`config.mk`:
```
export PLATFORM = sky130hd
export DESIGN_NAME = multicycle_control
export DESIGN_NICKNAME = d
export VERILOG_FILES = /design/src/rtl/multicycle_control.sv
export SDC_FILE = /design/constraint.sdc
export NUM_CORES = 1
export LEC_CHECK = 0
export ABC_AREA = 1
export CAP_MARGIN = 5
export CORE_MARGIN = 8
export CORE_UTILIZATION = 45
export DETAILED_ROUTE_END_ITERATION = 7
export HOLD_SLACK_MARGIN = 0.02
export PLACE_DENSITY = 0.79
export SLEW_MARGIN = 10
export SYNTH_ARGS = -nofsm -noshare
export SYNTH_HDL_FRONTEND = slang
export SYNTH_SLANG_ARGS = --single-unit
```
`constraint.sdc`:
```
create_clock -name clk -period 2.15 [get_ports clk]
set_clock_uncertainty 0.2 [all_clocks]
set_input_delay 0.43 -clock clk [delete_from_list [all_inputs] [get_ports clk]]
set_output_delay 0.43 -clock clk [all_outputs]
set_load 0.02 [all_outputs]
```
`src/rtl/multicycle_control.sv`:
```
// ============================================================================
// multicycle_control
// ----------------------------------------------------------------------------
// Multi-cycle control unit for an RV32I core. Each instruction is sequenced
// through FETCH, DECODE, EXEC, MEM and WB, handshaking with a shared
// instruction/data memory. Illegal opcodes/funct3 values and memory requests
// that wait too long both trap into a sticky TRAP state that only reset
// leaves. A retired-instruction counter advances on every PC update.
//
// Parameters:
//   TIMEOUT   max consecutive memory wait cycles before trapping (0 = off)
//   CNT_W     width of the retired-instruction counter
//
// Ports:
//   clk        in   clock, rising edge
//   rst        in   synchronous active-high reset
//   opcode     in   instruction register [6:0], valid from DECODE onward
//   funct3     in   instruction register [14:12]
//   zero       in   ALU zero flag, used by branches in EXEC
//   mem_ready  in   memory completes the current request this cycle
//   mem_req    out  memory request (FETCH, MEM)
//   ir_wr      out  latch the instruction register
//   pc_wr      out  update the PC (one pulse per retired instruction)
//   PCSrc      out  00 PC+4, 01 PC+imm, 10 ALU result with bit0 cleared
//   ALUSrcA    out  0 rs1, 1 constant zero
//   ALUSrc     out  0 rs2, 1 immediate
//   ALUOp      out  00 add, 01 sub, 10 R-type decode, 11 I-type decode
//   RegWr      out  register file write
//   MemWr      out  memory write
//   MemRead    out  memory read
//   MemtoReg   out  write-back select: 00 ALU, 01 mem, 10 PC+4, 11 PC+imm
//   fault      out  high while in TRAP
//   illegal    out  sticky: trap cause was a bad opcode or funct3
//   state      out  FETCH=0 DECODE=1 EXEC=2 MEM=3 WB=4 TRAP=5
//   instret    out  retired-instruction count, wraps
// ============================================================================
module multicycle_control #(
    parameter int TIMEOUT = 16,
    parameter int CNT_W   = 32
) (
    input  logic             clk,
    input  logic             rst,
    input  logic [6:0]       opcode,
    input  logic [2:0]       funct3,
    input  logic             zero,
    input  logic             mem_ready,
    output logic             mem_req,
    output logic             ir_wr,
    output logic             pc_wr,
    output logic [1:0]       PCSrc,
    output logic             ALUSrcA,
    output logic             ALUSrc,
    output logic [1:0]       ALUOp,
    output logic             RegWr,
    output logic             MemWr,
    output logic             MemRead,
    output logic [1:0]       MemtoReg,
    output logic             fault,
    output logic             illegal,
    output logic [2:0]       state,
    output logic [CNT_W-1:0] instret
);

    typedef enum logic [2:0] {
        S_FETCH  = 3'd0,
        S_DECODE = 3'd1,
        S_EXEC   = 3'd2,
        S_MEM    = 3'd3,
        S_WB     = 3'd4,
        S_TRAP   = 3'd5
    } state_t;

    localparam logic [6:0] OP_R      = 7'b0110011;
    localparam logic [6:0] OP_I      = 7'b0010011;
    localparam logic [6:0] OP_LOAD   = 7'b0000011;
    localparam logic [6:0] OP_STORE  = 7'b0100011;
    localparam logic [6:0] OP_BRANCH = 7'b1100011;
    localparam logic [6:0] OP_JAL    = 7'b1101111;
    localparam logic [6:0] OP_JALR   = 7'b1100111;
    localparam logic [6:0] OP_LUI    = 7'b0110111;
    localparam logic [6:0] OP_AUIPC  = 7'b0010111;

    // A zero TIMEOUT still needs a one-bit counter to keep the logic legal.
    localparam int                WAIT_W    = (TIMEOUT > 0) ? $clog2(TIMEOUT + 1) : 1;
    localparam bit                TO_EN     = (TIMEOUT > 0);
    localparam logic [WAIT_W-1:0] WAIT_LAST = WAIT_W'((TIMEOUT > 0) ? TIMEOUT - 1 : 0);

    state_t             state_r;
    state_t             state_nxt_s;
    logic               illegal_r;
    logic               set_illegal_s;
    logic [WAIT_W-1:0]  wait_r;
    logic [CNT_W-1:0]   instret_r;

    logic               legal_s;
    logic               is_load_s;
    logic               is_store_s;
    logic               is_branch_s;
    logic               taken_s;
    logic               timeout_s;
    logic [1:0]         alu_op_s;
    logic               alu_src_s;
    logic               alu_srca_s;

    assign is_load_s   = (opcode == OP_LOAD);
    assign is_store_s  = (opcode == OP_STORE);
    assign is_branch_s = (opcode == OP_BRANCH);
    // Only BEQ (000) and BNE (001) ever reach EXEC.
    assign taken_s     = (funct3 == 3'b000) ? zero : ~zero;

    // The threshold cycle is the one whose wait would make the count reach
    // TIMEOUT; a mem_ready in that same cycle still completes normally.
    assign timeout_s   = TO_EN && mem_req && !mem_ready && (wait_r >= WAIT_LAST);

    // Opcode legality check used in DECODE.
    always_comb begin
        legal_s = 1'b0;
        case (opcode)
            OP_R, OP_I, OP_LOAD, OP_STORE,
            OP_JAL, OP_JALR, OP_LUI, OP_AUIPC: legal_s = 1'b1;
            OP_BRANCH: legal_s = (funct3 == 3'b000) || (funct3 == 3'b001);
            default:   legal_s = 1'b0;
        endcase
    end

    // ALU operand/operation selects for EXEC, reused in WB to hold the result.
    always_comb begin
        alu_op_s   = 2'b00;
        alu_src_s  = 1'b0;
        alu_srca_s = 1'b0;
        case (opcode)
            OP_R: begin
                alu_op_s  = 2'b10;
                alu_src_s = 1'b0;
            end
            OP_I: begin
                alu_op_s  = 2'b11;
                alu_src_s = 1'b1;
            end
            OP_LOAD, OP_STORE, OP_JALR: begin
                alu_op_s  = 2'b00;
                alu_src_s = 1'b1;
            end
            OP_LUI: begin
                alu_op_s   = 2'b00;
                alu_src_s  = 1'b1;
                alu_srca_s = 1'b1;
            end
            OP_BRANCH: begin
                alu_op_s  = 2'b01;
                alu_src_s = 1'b0;
            end
            default: begin
                alu_op_s   = 2'b00;
                alu_src_s  = 1'b0;
                alu_srca_s = 1'b0;
            end
        endcase
    end

    // Next-state and strobe decode; reset forces every strobe low.
    always_comb begin
        state_nxt_s   = state_r;
        set_illegal_s = 1'b0;
        mem_req       = 1'b0;
        ir_wr         = 1'b0;
        pc_wr         = 1'b0;
        PCSrc         = 2'b00;
        ALUSrcA       = 1'b0;
        ALUSrc        = 1'b0;
        ALUOp         = 2'b00;
        RegWr         = 1'b0;
        MemWr         = 1'b0;
        MemRead       = 1'b0;
        MemtoReg      = 2'b00;
        if (rst) begin
            state_nxt_s = S_FETCH;
        end else begin
            case (state_r)
                S_FETCH: begin
                    mem_req = 1'b1;
                    MemRead = 1'b1;
                    if (mem_ready) begin
                        ir_wr       = 1'b1;
                        state_nxt_s = S_DECODE;
                    end else if (timeout_s) begin
                        state_nxt_s = S_TRAP;
                    end else begin
                        state_nxt_s = S_FETCH;
                    end
                end
                S_DECODE: begin
                    if (legal_s) begin
                        state_nxt_s = S_EXEC;
                    end else begin
                        state_nxt_s   = S_TRAP;
                        set_illegal_s = 1'b1;
                    end
                end
                S_EXEC: begin
                    ALUOp   = alu_op_s;
                    ALUSrc  = alu_src_s;
                    ALUSrcA = alu_srca_s;
                    if (is_branch_s) begin
                        pc_wr       = 1'b1;
                        PCSrc       = taken_s ? 2'b01 : 2'b00;
                        state_nxt_s = S_FETCH;
                    end else if (is_load_s || is_store_s) begin
                        state_nxt_s = S_MEM;
                    end else begin
                        state_nxt_s = S_WB;
                    end
                end
                S_MEM: begin
                    mem_req = 1'b1;
                    ALUOp   = 2'b00;
                    ALUSrc  = 1'b1;
                    MemRead = is_load_s;
                    MemWr   = is_store_s;
                    if (mem_ready) begin
                        if (is_store_s) begin
                            pc_wr       = 1'b1;
                            PCSrc       = 2'b00;
                            state_nxt_s = S_FETCH;
                        end else begin
                            state_nxt_s = S_WB;
                        end
                    end else if (timeout_s) begin
                        state_nxt_s = S_TRAP;
                    end else begin
                        state_nxt_s = S_MEM;
                    end
                end
                S_WB: begin
                    RegWr       = 1'b1;
                    pc_wr       = 1'b1;
                    ALUOp       = alu_op_s;
                    ALUSrc      = alu_src_s;
                    ALUSrcA     = alu_srca_s;
                    state_nxt_s = S_FETCH;
                    case (opcode)
                        OP_LOAD: begin
                            MemtoReg = 2'b01;
                            PCSrc    = 2'b00;
                        end
                        OP_JAL: begin
                            MemtoReg = 2'b10;
                            PCSrc    = 2'b01;
                        end
                        OP_JALR: begin
                            MemtoReg = 2'b10;
                            PCSrc    = 2'b10;
                        end
                        OP_AUIPC: begin
                            MemtoReg = 2'b11;
                            PCSrc    = 2'b00;
                        end
                        default: begin
                            MemtoReg = 2'b00;
                            PCSrc    = 2'b00;
                        end
                    endcase
                end
                S_TRAP: begin
                    state_nxt_s = S_TRAP;
                end
                default: begin
                    // Unreachable encodings are treated as a fault.
                    state_nxt_s = S_TRAP;
                end
            endcase
        end
    end

    // State, sticky illegal flag, memory wait counter and retire counter.
    always_ff @(posedge clk) begin
        if (rst) begin
            state_r   <= S_FETCH;
            illegal_r <= 1'b0;
            wait_r    <= {WAIT_W{1'b0}};
            instret_r <= {CNT_W{1'b0}};
        end else begin
            state_r <= state_nxt_s;
            if (set_illegal_s) begin
                illegal_r <= 1'b1;
            end else begin
                illegal_r <= illegal_r;
            end
            // Count only while the same request keeps waiting; any completion
            // or state change starts the next request from zero.
            if (mem_req && !mem_ready && (state_nxt_s == state_r)) begin
                wait_r <= wait_r + {{(WAIT_W-1){1'b0}}, 1'b1};
            end else begin
                wait_r <= {WAIT_W{1'b0}};
            end
            if (pc_wr) begin
                instret_r <= instret_r + {{(CNT_W-1){1'b0}}, 1'b1};
            end else begin
                instret_r <= instret_r;
            end
        end
    end

    assign fault   = (state_r == S_TRAP);
    assign illegal = illegal_r;
    assign state   = state_r;
    assign instret = instret_r;

endmodule

```
==> run_results.csv <==
group,metric,value,unit
placement,placed_area,3635,um^2
timing,tightest_slew,411.8,ps
global_routing,grt_start_max_net_pins,19,
setup_path,critPathMaxStageDelay,370,ps
global_routing,grt_pass1_vias,2899,
synth,synthesis.area,2581,um^2
layout,fin_nets,545,
timing,rsz0062_at_grt,"true",
layout,fillers,441,
synth,yosys.area.top_type,"dfxtp_1",
routing,drcViolationCount,0,
synth,synth_compound_area_frac,0.08192,
layout,area_growth,56.76,%
layout,antennaDiodeCount,0,
placement,dp.final_hpwl,6153,um
routing,dr.pass1.iters,4,
synth,synth_area_leaders,"dfxtp_1 32%, nand2_1 14%, nor2_1 9.6%, inv_1 5.8%, nor3_1 5.4%",
routing,ant_nets,0,
die,ioPinCount,65,
synth,synth_top_family_by_area,"simple AND/OR/NAND/NOR gates",
die,fp.dieW,91.74,um
die,die_y,91.74,um
routing,first_iter_violations,167,
timing,fin_ws,-52.70,ps
global_routing,grt_overflow_total,0,
synth,syn_area_per_cell,6.421,um^2
setup_path,slowest_stage,"dfxtp_4",
synth,ys_seq_elements,41,
global_routing,grt_pass1_wl,13400,um
clock_network,clk_latency,300,ps
setup_path,worstSetupStartpointType,"register",
synth,yosys.area_share.simple,0.4372,
synth,ys_types,34,
power,total_power,1.672,mW
die,fp.coreArea,5540,um^2
synth,yosysSeqAreaShare,0.3180,
setup_path,critical_path_arrival,1570,ps
global_routing,gr-usage-all-layers,0.1879,
timing,drv_slew,0,
timing,fin_crit_sh,1.025,
synth,synth_adder_area_share,0.01454,
synth,ys_async_sr_fraction,0,
power,leakage,1.692,nW
routing,wl,8534,um
clock_network,cts_root_buf,"clkbuf_8",
synth,yosys-top-cells-count,"95 x nand2_1, 66 x nor2_1, 41 x dfxtp_1",
setup_path,path_cells,"nor2_4, inv_2, nor2_4, nor2_2, nor2_2, inv_2, a22oi_2, buf_6",
synth,synth.net_count,419,
setup_path,worstPathRequired,1520,ps
routing,vias,3102,
die,num_rows,27,
power,powerDensity,413.2,nW/um^2
flow_run,maxCapViolations,0,
global_routing,antenna_found_initial,0,
placement,pre_cts_ws,-825.6,ps
synth,synth_most_common_cell,"nand2_1",
setup_path,end_kind,"output port",
clock_network,cts.sinks,41,
clock_network,cts.clk_slew.worst_paths,80,ps
clock_network,htreeDepth,2,
synth,synthMuxAreaShare,0,
synth,synth-xor-area-share,0.06786,
synth,yosys.area.top_type_share,0.3180,
power,ir_worst_vdd,351.3,uV
timing,setup_viol,2,
layout,drive_gt1_frac,0.3258,
timing,fmax,0.4540,GHz
synth,netlist_instances,402,
outcome,failed_checks,"setup timing",
timing,period_minus_slack,2203,ps
clock_network,cts_buffers,5,
routing,routedWlPerCell,14.22,um
placement,gp_congestion,0.9383,
timing,slew_headroom,0.7234,
outcome,status,"finished, violations left",
clock_network,cts_tree,"done",
die,die_area,8415,um^2
setup_path,path_class,"reg2out",
routing,viasPerCell,5.170,
synth,ys.warnings.count,0,
layout,final_cell_area,4046,um^2
synth,synthFlopType,"dfxtp_1",
setup_path,path_max_fanout,4,
timing,hold_violations,0,
die,initial_utilization,0.4659,
synth,synth-edff-count,0,
clock_network,clockBufferDepth,2,
worst_hold_path,min-delay-path-class,"reg2reg",
placement,io_buffers,64,
registers in the layout, indices dropped and copies added, names as in the netlist:
register and count:
instret 32, state 3, wait_r 5, illegal 1
worst max-delay path, delay by kind of cell, from the launching register on:
family	cells	cell delay [ps]
compound gates	1	210
buf+inv	3	270
flops	1	370
simple gates	4	420
placed cells by master (no fill, tap or decap), types with 8 or more instances in the layout:
cell and instances:
a21oi_1 23, buf_2 8, buf_4 61, buf_6 10, clkdlybuf4s50_1 38, dfxtp_1 36, inv_1 31, inv_2 11
nand2_1 81, nand2_2 11, nand2_4 10, nand3_1 18, nand4_1 9, nor2_1 54, nor2_2 9, nor2_4 9
nor3_1 23, o21ai_0 8, xor2_1 12
layout make-up:
class / instances / area [um^2] / share of cell area
well taps: 72 / 90.09 / 0.02226
clock inverters: 1 / 7.507 / 0.001855
flip-flops and latches: 41 / 834.6 / 0.2062
multi-input cells: 309 / 1807 / 0.4465
clock buffers: 6 / 82.58 / 0.02041
inverters: 45 / 176.4 / 0.04360
repair buffers: 126 / 1049 / 0.2591
final timing paths:
| kind | startpoint | to | slack [ps] | depth (start not counted) |
|---|---|---|---|---|
| min reg2reg | instret[3] | instret[3] | 300 | 1 |
| max | state[1] | ALUSrc | -50 | 8 |
| min | instret[3] | instret[3] | 300 | 1 |
| max reg2reg | wait_r[0] | wait_r[3] | 80 | 13 |
where the power goes:
group / switching (mW) / internal (mW)
Sequential: 0.0154 / 0.772
Clock: 0.267 / 0.254
Combinational: 0.205 / 0.158
cells by family after synthesis:
family,count (synthesis)
DFF,41
AOI/OAI and AO/OA,40
xor gates and xnor gates,20
adders and majority gates,3
buffers and inverters,52
and+or+nand+nor,246
timing repair:
action,CTS,global route
pin swaps,24,28
hold buffers,0,0
gates resized for setup,113,78
setup endpoints to repair,38,27
setup buffers,8,7
through the flow:
step           instances  hold slack, ps  TNS (ps)    util
2_1_floorplan        402           251.5         0       -
3_3_place_gp         578           255.0    -19170  0.6561
3_5_place_dp         578           262.6    -22310  0.6561
4_1_cts              593           253.0    -217.1  0.6895
5_1_grt              600           300.6    -513.0  0.7304
6_report             600           295.8    -64.97  0.7304
routing by layer:
layer	share of wire	GRT usage	vias to the layer above
li1	-	-	1549
met1	0.43	0.2309	1444
met2	0.50	0.3151	91
met3	0.050	0.03993	18
met4	0.019	0.06980	0
met5	0	0	-
Note: power is estimated with default switching activity, not from simulation.
